## src/rtl/mmio_console_pkg.sv

```systemverilog
// mmio_console_pkg: register offsets, STATUS/CTRL bit positions and output FSM states.
// Latency: n/a (constants and types only).
// Backpressure: n/a.
package mmio_console_pkg;

   // Word offsets inside the register window (dataadr[3:0])
   localparam logic [3:0] OFF_DATA   = 4'h0;
   localparam logic [3:0] OFF_STATUS = 4'h4;
   localparam logic [3:0] OFF_CTRL   = 4'h8;

   // STATUS layout: {.., overflow, irq_en, full, empty, count[3:0]}
   localparam int STAT_COUNT_LSB = 0;
   localparam int STAT_COUNT_W   = 4;
   localparam int STAT_EMPTY     = 4;
   localparam int STAT_FULL      = 5;
   localparam int STAT_IRQ_EN    = 6;
   localparam int STAT_OVERFLOW  = 7;

   // CTRL layout
   localparam int CTRL_IRQ_EN = 0;
   localparam int CTRL_FLUSH  = 1;

   typedef enum logic [1:0] {
      ST_IDLE    = 2'd0,
      ST_PRESENT = 2'd1,
      ST_HOLDOFF = 2'd2
   } tx_state_e;

endpackage

```

## src/rtl/mmio_console_fifo.sv

```systemverilog
// console_fifo: byte FIFO with push/pop/flush, occupancy count and full/empty flags.
// Latency: a push is visible at the head one edge later; head_dat is read combinationally.
// Backpressure: none internally -- the caller only pushes when not full (or with a same-cycle pop).
// Ports: clk, reset (async active-low), push/push_dat, pop, flush, head_dat,
//        count (0..DEPTH), count_nxt (occupancy after this edge), full, empty.
module console_fifo #(
   parameter  int DEPTH = 8,
   localparam int PW    = $clog2(DEPTH),
   localparam int CW    = $clog2(DEPTH + 1)
) (
   input  logic          clk,
   input  logic          reset,
   input  logic          push,
   input  logic [7:0]    push_dat,
   input  logic          pop,
   input  logic          flush,
   output logic [7:0]    head_dat,
   output logic [CW-1:0] count,
   output logic [CW-1:0] count_nxt,
   output logic          full,
   output logic          empty
);

   logic [7:0]    mem [DEPTH];
   logic [PW-1:0] rd_ptr;
   logic [PW-1:0] wr_ptr;

   // Flush dominates any push/pop presented in the same cycle.
   assign count_nxt = flush ? '0 : (count + CW'(push) - CW'(pop));
   assign full      = (count == CW'(DEPTH));
   assign empty     = (count == '0);
   assign head_dat  = mem[rd_ptr];

   // Pointers are exactly log2(DEPTH) bits so they wrap modulo DEPTH for free.
   always_ff @(posedge clk or negedge reset) begin
      if (!reset) begin
         for (int i = 0; i < DEPTH; i++) mem[i] <= 8'h00;
         rd_ptr <= '0;
         wr_ptr <= '0;
         count  <= '0;
      end else if (flush) begin
         rd_ptr <= '0;
         wr_ptr <= '0;
         count  <= '0;
      end else begin
         if (push) begin
            mem[wr_ptr] <= push_dat;
            wr_ptr      <= wr_ptr + PW'(1);
         end
         if (pop) rd_ptr <= rd_ptr + PW'(1);
         count <= count_nxt;
      end
   end

endmodule

```

## src/rtl/mmio_console.sv

```systemverilog
// mmio_console: memory-mapped console; CPU stores bytes to DATA, an output FSM streams them with a forced idle gap.
// Latency: a store presented before edge k is queued at edge k and drives tx_valid after edge k+1; hit/readdata are combinational.
// Backpressure: tx_valid/tx_data hold until tx_ready; stores to a full FIFO without a same-cycle pop are dropped and set overflow.
// Ports: clk, reset (async active-low); CPU side memwrite/dataadr/writedata -> readdata/hit;
//        stream side tx_data/tx_valid with tx_ready; irq = irq_en & (empty | overflow), registered.
module mmio_console
   import mmio_console_pkg::*;
#(
   parameter int           n     = 32,
   parameter int           DEPTH = 8,
   parameter int           GAP   = 2,
   parameter logic [n-1:0] BASE  = 32'h0000FF00
) (
   input  logic         clk,
   input  logic         reset,
   input  logic         memwrite,
   input  logic [n-1:0] dataadr,
   input  logic [n-1:0] writedata,
   output logic [n-1:0] readdata,
   output logic         hit,
   output logic [7:0]   tx_data,
   output logic         tx_valid,
   input  logic         tx_ready,
   output logic         irq
);

   localparam int CW = $clog2(DEPTH + 1);
   localparam int GW = (GAP > 0) ? $clog2(GAP + 1) : 1;

   logic [3:0]    offset;
   logic          in_window;
   logic          data_wr;
   logic          ctrl_wr;
   logic          flush;
   logic          push;
   logic          pop;
   logic [7:0]    head_dat;
   logic [CW-1:0] count;
   logic [CW-1:0] count_nxt;
   logic          full;
   logic          empty;
   logic          overflow;
   logic          overflow_nxt;
   logic          irq_en;
   logic          irq_en_nxt;
   tx_state_e     state;
   tx_state_e     state_nxt;
   logic [GW-1:0] hold_cnt;
   logic [GW-1:0] hold_nxt;
   logic          unused_wdat;

   assign unused_wdat = ^writedata[n-1:8];

   // ---------------- register decode ----------------
   assign offset    = dataadr[3:0];
   assign in_window = (dataadr[n-1:4] == BASE[n-1:4]);
   assign hit       = in_window &
                      ((offset == OFF_DATA) | (offset == OFF_STATUS) | (offset == OFF_CTRL));
   assign data_wr   = memwrite & hit & (offset == OFF_DATA);
   assign ctrl_wr   = memwrite & hit & (offset == OFF_CTRL);
   assign flush     = ctrl_wr & writedata[CTRL_FLUSH];

   // A full FIFO still accepts a store when the head leaves in the same cycle.
   assign pop  = (state == ST_PRESENT) & tx_ready;
   assign push = data_wr & (~full | pop) & ~flush;

   always_comb begin
      readdata = '0;
      if (in_window) begin
         case (offset)
            OFF_STATUS: begin
               readdata[STAT_COUNT_LSB +: STAT_COUNT_W] = STAT_COUNT_W'(count);
               readdata[STAT_EMPTY]    = empty;
               readdata[STAT_FULL]     = full;
               readdata[STAT_IRQ_EN]   = irq_en;
               readdata[STAT_OVERFLOW] = overflow;
            end
            OFF_CTRL: readdata[CTRL_IRQ_EN] = irq_en;
            default: ;
         endcase
      end
   end

   // ---------------- storage ----------------
   console_fifo #(.DEPTH(DEPTH)) u_fifo (
      .clk       (clk),
      .reset     (reset),
      .push      (push),
      .push_dat  (writedata[7:0]),
      .pop       (pop),
      .flush     (flush),
      .head_dat  (head_dat),
      .count     (count),
      .count_nxt (count_nxt),
      .full      (full),
      .empty     (empty)
   );

   // ---------------- control / status registers ----------------
   assign irq_en_nxt   = ctrl_wr ? writedata[CTRL_IRQ_EN] : irq_en;
   assign overflow_nxt = flush ? 1'b0 : ((data_wr & full & ~pop) ? 1'b1 : overflow);

   // irq is built from the post-edge state so it agrees with STATUS in the same cycle.
   always_ff @(posedge clk or negedge reset) begin
      if (!reset) begin
         irq_en   <= 1'b0;
         overflow <= 1'b0;
         irq      <= 1'b0;
      end else begin
         irq_en   <= irq_en_nxt;
         overflow <= overflow_nxt;
         irq      <= irq_en_nxt & ((count_nxt == '0) | overflow_nxt);
      end
   end

   // ---------------- output FSM ----------------
   always_ff @(posedge clk or negedge reset) begin
      if (!reset) begin
         state    <= ST_IDLE;
         hold_cnt <= '0;
      end else begin
         state    <= state_nxt;
         hold_cnt <= hold_nxt;
      end
   end

   // HOLDOFF is entered with GAP-1 loaded and leaves when the counter reads 0,
   // giving exactly GAP cycles in HOLDOFF.
   always_comb begin
      state_nxt = state;
      hold_nxt  = hold_cnt;
      case (state)
         ST_IDLE: begin
            if (!empty) state_nxt = ST_PRESENT;
         end
         ST_PRESENT: begin
            if (tx_ready) begin
               if (GAP == 0) begin
                  state_nxt = ST_IDLE;
               end else begin
                  state_nxt = ST_HOLDOFF;
                  hold_nxt  = GW'(GAP - 1);
               end
            end
         end
         ST_HOLDOFF: begin
            if (hold_cnt == '0) state_nxt = ST_IDLE;
            else                hold_nxt  = hold_cnt - GW'(1);
         end
         default: state_nxt = ST_IDLE;
      endcase
      if (flush) begin
         state_nxt = ST_IDLE;
         hold_nxt  = '0;
      end
   end

   assign tx_valid = (state == ST_PRESENT);
   assign tx_data  = tx_valid ? head_dat : 8'h00;

endmodule

```

## config.mk

```make
export PLATFORM = sky130hd
export DESIGN_NAME = mmio_console
export DESIGN_NICKNAME = d
export VERILOG_FILES = /design/src/rtl/mmio_console_pkg.sv /design/src/rtl/mmio_console_fifo.sv /design/src/rtl/mmio_console.sv
export SDC_FILE = /design/constraint.sdc
export NUM_CORES = 1
export LEC_CHECK = 0
export CAP_MARGIN = 20
export CELL_PAD_IN_SITES_DETAIL_PLACEMENT = 0
export CELL_PAD_IN_SITES_GLOBAL_PLACEMENT = 2
export CORE_ASPECT_RATIO = 0.5
export CORE_MARGIN = 5
export CORE_UTILIZATION = 30
export CTS_CLUSTER_DIAMETER = 50
export DETAILED_ROUTE_END_ITERATION = 8
export GPL_TIMING_DRIVEN = 0
export PLACE_DENSITY = 0.73
export SYNTH_ARGS = -nofsm -noshare
export SYNTH_HDL_FRONTEND = slang
export SYNTH_SLANG_ARGS = --single-unit
```

## constraint.sdc

```tcl
create_clock -name clk -period 3.2 [get_ports clk]
set_input_delay 0.64 -clock clk [delete_from_list [all_inputs] [get_ports clk]]
set_output_delay 0.64 -clock clk [all_outputs]
set_load 0.02 [all_outputs]
```

==> results.tsv, run 1 <==
metric	value	unit
vias in the first global route	3053	
top cell type's share of synthesized area	0.4570	
Final min period	3.091	ns
post-synthesis sequential area ratio	0.4570	
Pleak	2.803	nW
leading area contributor after synthesis	dfrtp_1	
main combinational cell family by area after synthesis	multiplexers	
die area	17460	um^2
Synth Area in Compound Gates	0.04485	
final setup fails	0	
Critical Path RT	2.56	ns
IO Pins	111	
Syn. warnings	0	
Slew Viols, Final	0	
leading cell type in the layout, fill and taps excluded	dfrtp_1	
total CTS buffers	9	
Max Cap Viol	0	
clock power share	0.347	
Sequential Power Share	0.369	
Yosys reg bits	81	
die height	95.98	um
drt pass-1 iters	4	
XOR/XNOR Fraction of Synth Area	0.005924	
WP data arrival	2.45	ns
nets	519	
global route overflow	0	
htree depth	3	
top area cells in the synthesized netlist	dfrtp_1 46%, mux2_2 15%, mux4_2 8.1%, buf_4 4.2%, ha_1 2.5%	
port buffer count	60	
# rows	31	
Post-Synth Simple-Gate Area	0.1250	
clock-pin slew on the worst setup and hold paths	0.07	ns
Clock Skews	0.007742	ns
crit path kind	reg2out	
Post-Synth Adder-Cell Area	0.02990	
RSZ-0062 raised after global routing	false	
Sw Pwr	0.9787	mW
Setup crit end kind	output pin	
gr usage total	0.1213	
worst-path maximum fanout	10	
Max IR drop VDD	0.0002574	V
mux cell area share after synthesis	0.2663	
maximum clock frequency	323.5	MHz
Post-synth EDFFs	0	
via/cell ratio	4.637	
clk root buf	clkbuf_16	
Slew @ Worst Pin	0.9580	ns
status	completed	
syn avg cell area	12.82	um^2
routed vias	2986	
fin crit share	0.9659	
power share of the combinational group	0.283	
Rel. slew slack	0.3578	
CTS tree	done	
Synth cell types	51	
Routability Congestion	0.7136	
DRC viols	0	
Int Pwr	2.112	mW
Reg2Reg Launch Point	u_fifo.count[2]	
setup TNS	0	ns
synthesis-to-layout area growth	29.37	%
top_reg_cell synth	dfrtp_1	
Max clock buf depth	2	
CP Launch Type	flip-flop	
Fin. Hold Viols	0	
most frequent cells in the layout	81 x dfrtp_1, 60 x mux2_2, 44 x clkdlybuf4s50_1	
FF-to-FF End	irq	
layout cells sized above 1	0.3565	
Antenna Nets Post-Route	0	
largest net degree at the start of global routing	55	
initial antenna violation count	0	
power per cell area	538.7	nW/um^2
worst hold-check path type	in2async	
switch share	0.3166	
Detailed Route Iter0 Violations	152	
Die X	182.0	um
WL per Instance	15.73	um
first-pass GRT wire length	16.21	mm
Core ar.	14470	um^2
Gate Count Post-Synth	346	
mapped cell area	4436	um^2
R2R Setup Slk	0.46	ns
Post-DP HPWL	7.113	mm
diodes inserted	0	
Starting Density	0.3066	
cells on worst reg2reg path	10	
final wirelength	10.13	mm
Async S/R FF share, synth	1.000	
Clock Sinks	81	
post-layout util	0.3966	
clock latency on the worst-skew pair	0.34	ns
worst max-delay path, stage by stage, from the launching register on:
cell             delay, ns
dfrtp_1               0.35
buf_2                 0.27
clkbuf_2              0.38
mux4_2                0.35
mux2i_1               0.15
nor2_1                0.05
clkdlybuf4s50_1       0.55
cell families (layout without fill, tap and decap cells):
kind of cell	Yosys count	after routing
xor+xnor	3	3
fa+ha+maj	10	10
buf+inv	52	129
mux	90	90
flops	81	81
compound gates	28	28
simple gates	81	81
other cells	1	24
synth_stat cells (3+ instances only):
| master | number |
|---|---|
| o211ai_1 | 7 |
| mux2_2 | 60 |
| nor4b_2 | 4 |
| nor3_2 | 4 |
| nor3_1 | 7 |
| mux2_1 | 4 |
| nor2b_1 | 4 |
| ha_1 | 9 |
| nor2_1 | 24 |
| inv_1 | 13 |
| o2111ai_1 | 3 |
| o21ai_0 | 3 |
| nand4_1 | 4 |
| a21oi_1 | 5 |
| and3_1 | 3 |
| buf_2 | 6 |
| and2_1 | 3 |
| nor3_4 | 4 |
| nand2_1 | 5 |
| buf_4 | 25 |
| nand2b_1 | 3 |
| clkbuf_1 | 4 |
| mux4_2 | 16 |
| dfrtp_1 | 81 |
| mux2i_1 | 10 |
flip-flops by register name, summed over array words and instances, names as in the netlist:
signal / cells
irq_en: 1
irq: 1
u_fifo.rd_ptr: 3
overflow: 1
u_fifo.wr_ptr: 3
u_fifo.mem: 64
hold_cnt: 2
state: 2
u_fifo.count: 4
per-stage QoR:
| step | cell area (um^2) | total power [mW] | std cells | worst slack (ns) | hold slack [ns] |
|---|---|---|---|---|---|
| floorplan | 4522 | 1.748 | 369 | 0.5650 | 0.3444 |
| detailed placement | 5395 | 2.031 | 628 | -0.4010 | 0.4780 |
| global placement | 5370 | 2.022 | 627 | -1.592 | 0.4683 |
| finish | 5738 | 3.091 | 644 | 0.1092 | 0.2179 |
| CTS | 5747 | 3.135 | 645 | 0.02966 | 0.2204 |
| global route | 5738 | 3.278 | 644 | 0.003771 | 0.2423 |
power groups by stage:
stage | sequential, mW | clock, mW | combinational [mW]
2_1_floorplan | 1.15 | 0 | 0.601
3_3_place_gp | 1.16 | 0 | 0.864
3_5_place_dp | 1.16 | 0 | 0.872
4_1_cts | 1.14 | 1.10 | 0.892
5_1_grt | 1.15 | 1.14 | 0.990
6_report | 1.14 | 1.07 | 0.876
routing by layer:
layer,global-route usage,part of all wire,up-vias,routed length (um)
met1,0.1585,0.49,1483,4917
met2,0.1966,0.45,67,4557
met3,0.03926,0.050,10,506
met5,0,0,-,0
li1,-,-,1426,-
met4,0.03246,0.015,0,149
area by class of cell:
| class | count | area [um^2] |
|---|---|---|
| fillers | 1398 | 8730 |
| multi-input cells | 236 | 2220 |
| flip-flops and latches | 81 | 2027 |
| repair buffers | 62 | 610.6 |
| plain buffers | 38 | 270.3 |
| well taps | 198 | 247.7 |
| clock buffers | 10 | 239.0 |
| clock inverters | 6 | 75.07 |
| inverters | 13 | 48.80 |
repair_timing:
item / 4_1_cts / 5_1_grt
buffers inserted: 1 / 0
resized for setup: 23 / 26
setup endpoints to repair: 17 / 14
pin swaps: 1 / 1
hold buffers: 0 / 0
worst max path at each step:
stage                          start               to  slack, ns
floorplan            u_fifo.count[2]              irq       0.57
global placement               reset  u_fifo.count[2]      -1.59
detailed placement       dataadr[21]      readdata[6]      -0.40
CTS                 u_fifo.rd_ptr[0]       tx_data[4]       0.03
global route        u_fifo.rd_ptr[0]       tx_data[7]      0.004
finish              u_fifo.rd_ptr[1]       tx_data[0]       0.11
Note: power is estimated with default switching activity, not from simulation.
==> run 2: changes to the inputs <==
--- a/config.mk
+++ b/config.mk
@@ -15,6 +15,7 @@
 export DETAILED_ROUTE_END_ITERATION = 8
 export GPL_TIMING_DRIVEN = 0
 export PLACE_DENSITY = 0.73
+export SLEW_MARGIN = 0
 export SYNTH_ARGS = -nofsm -noshare
 export SYNTH_HDL_FRONTEND = slang
 export SYNTH_SLANG_ARGS = --single-unit
==> results of run 2 <==
No change in the layout: final DEF, timing and power equal those of run 1.
==> run 3: changes to the inputs <==
--- a/config.mk
+++ b/config.mk
@@ -11,10 +11,11 @@
 export CORE_ASPECT_RATIO = 0.5
 export CORE_MARGIN = 5
 export CORE_UTILIZATION = 30
+export CTS_BUF_LIST = sky130_fd_sc_hd__clkbuf_2 sky130_fd_sc_hd__clkbuf_4 sky130_fd_sc_hd__clkbuf_8
 export CTS_CLUSTER_DIAMETER = 50
 export DETAILED_ROUTE_END_ITERATION = 8
-export GPL_TIMING_DRIVEN = 0
-export PLACE_DENSITY = 0.73
+export DONT_BUFFER_PORTS = 1
+export PLACE_DENSITY = 0.58
 export SLEW_MARGIN = 0
 export SYNTH_ARGS = -nofsm -noshare
 export SYNTH_HDL_FRONTEND = slang
==> results.tsv, run 3 (synthesized netlist as in run 1, its figures left out) <==
metric	value	unit	change
status	completed		
final wirelength	10.53	mm	+4.0%
clk root buf	clkbuf_8		
PnR Total Power	2.607	mW	-16%
Clock Skews	0.009792	ns	+0.002050 ns
pre-CTS WS	0.3910	ns	+0.7920 ns
Critical Path RT	2.56	ns	about the same
WP data arrival	2.23	ns	-0.22 ns
via/cell ratio	4.912		+5.9%
Final WS setup	0.3313	ns	+0.2222 ns
Max Cap Viol	0		unchanged
# rows	31		unchanged
maximum clock frequency	348.6	MHz	+7.7%
clock latency on the worst-skew pair	0.35	ns	about the same
Post-DP HPWL	7.365	mm	+3.5%
Final min period	2.869	ns	-0.2222 ns
synthesis-to-layout area growth	10.32	%	
worst hold-check path type	in2async		
global route overflow	0		unchanged
Slew Viols, Final	0		unchanged
WL per Instance	18.54	um	+18%
CP Launch Type	flip-flop		
Pleak	2.299	nW	-18%
final hold slack	0.1721	ns	-0.04580 ns
nets	444		-14%
drt pass-1 iters	4		unchanged
Reg with most FFs	u_fifo.mem		
total CTS buffers	9		unchanged
Fin. Hold Viols	0		unchanged
post-layout util	0.3382		-0.05838
Max IR drop VDD	0.0001931	V	-25%
power per cell area	532.8	nW/um^2	-1.1%
initial antenna violation count	0		unchanged
diodes inserted	0		unchanged
leading cell type in the layout, fill and taps excluded	dfrtp_1		
Core ar.	14470	um^2	unchanged
routed vias	2790		-6.6%
Die X	182.0	um	unchanged
final setup fails	0		unchanged
port buffer count	0		-100%
clock-pin slew on the worst setup and hold paths	0.09	ns	+0.02 ns
crit path kind	reg2out		
Detailed Route Iter0 Violations	160		+5.3%
fin crit share	0.8965		-0.06942
layout cells sized above 1	0.3595		+0.002957
Routability Congestion	0.7512		+5.3%
most frequent cells in the layout	81 x dfrtp_1, 60 x mux2_2, 24 x nor2_1, 24 x conb_1, 24 x buf_4		
Rel. slew slack	0.5826		+0.2248
R2R Setup Slk	0.51	ns	+0.05 ns
die area	17460	um^2	unchanged
htree depth	3		unchanged
Max clock buf depth	2		unchanged
Slew @ Worst Pin	0.6261	ns	-0.3320 ns
IO Pins	111		unchanged
Antenna Nets Post-Route	0		unchanged
DRC viols	0		unchanged
postcts setup bufs	0		-1
largest net degree at the start of global routing	82		+49%
setup TNS	0	ns	unchanged
gr usage total	0.1262		+0.004932
RSZ-0062 raised after global routing	false		
first-pass GRT wire length	16.93	mm	+4.4%
Top Registers	u_fifo.mem (64), u_fifo.count (4)		
CTS tree	done		
Starting Density	0.3066		unchanged
die height	95.98	um	unchanged
Largest register FFs	64		unchanged
vias in the first global route	3010		-1.4%
Clock Sinks	81		unchanged
worst-path maximum fanout	10		unchanged
Setup crit end kind	output pin		
==> run 3: changes by cell type in the layout (fill, tap and decap cells not counted), sizes merged <==
| cell | change |
|---|---|
| buf | -15 |
| clkinvlp | +1 |
| dlymetal6s2s | -6 |
| dlygate4sd2 | -2 |
| inv | -1 |
| clkdlybuf4s50 | -44 |
| clkbuf | -8 |
| bufinv | -1 |
==> run 3: path summary, 6_finish.rpt <==
kind                                   from          endpoint  cells past startpoint
max                        u_fifo.rd_ptr[0]        tx_data[3]                      4
min                                   reset     u_fifo.mem[2]                      1
max reg2reg                 u_fifo.count[2]               irq                     10
min reg2reg                     hold_cnt[0]       hold_cnt[0]                      1
max in group asynchronous             reset  u_fifo.rd_ptr[1]                      1
min in group clk                   tx_ready          state[0]                      1
==> run 3: where the power goes <==
part | internal [mW] | leakage, nW | switching (mW)
logic | 0.311 | 1.11 | 0.398
clock network | 0.304 | 0.0850 | 0.390
registers | 1.09 | 1.10 | 0.112
==> run 3: timing repair <==
action                                 4_1_cts  5_1_grt
resized for setup                            0        0
endpoints found under the hold margin       81        0
hold buffers                                 1        0
==> run 3: per-layer routing <==
layer | global-route usage | share of wire | vias up | routed length (um)
met4 | 0.02996 | 0.0091 | 0 | 96
met2 | 0.2120 | 0.48 | 60 | 5030
li1 | - | - | 1269 | -
met5 | 0 | 0 | - | 0
met1 | 0.1600 | 0.45 | 1453 | 4741
met3 | 0.04190 | 0.063 | 8 | 665
==> run 3: per-stage QoR <==
stage,area [um^2],instances
final,4893,568
after global routing,4893,568
after CTS,4893,568
after detailed placement,4687,552
after global placement,4687,552
after floorplan,4522,369
==> run 3: cell type report <==
class | instances | area (um^2)
multi-input combinational | 236 | 2183
clock inverter | 5 | 41.29
tap | 198 | 247.7
sequential | 81 | 2027
timing repair buffer | 25 | 207.7
fill | 1449 | 9574
inverter | 13 | 48.80
clock buffer | 10 | 137.6
==> run 3: worst max-delay path, stage by stage, from the launching register on <==
cell and delay (ns):
dfrtp_1 0.75, buf_4 0.30, mux4_2 0.53, mux2i_1 0.15, nor2_1 0.14
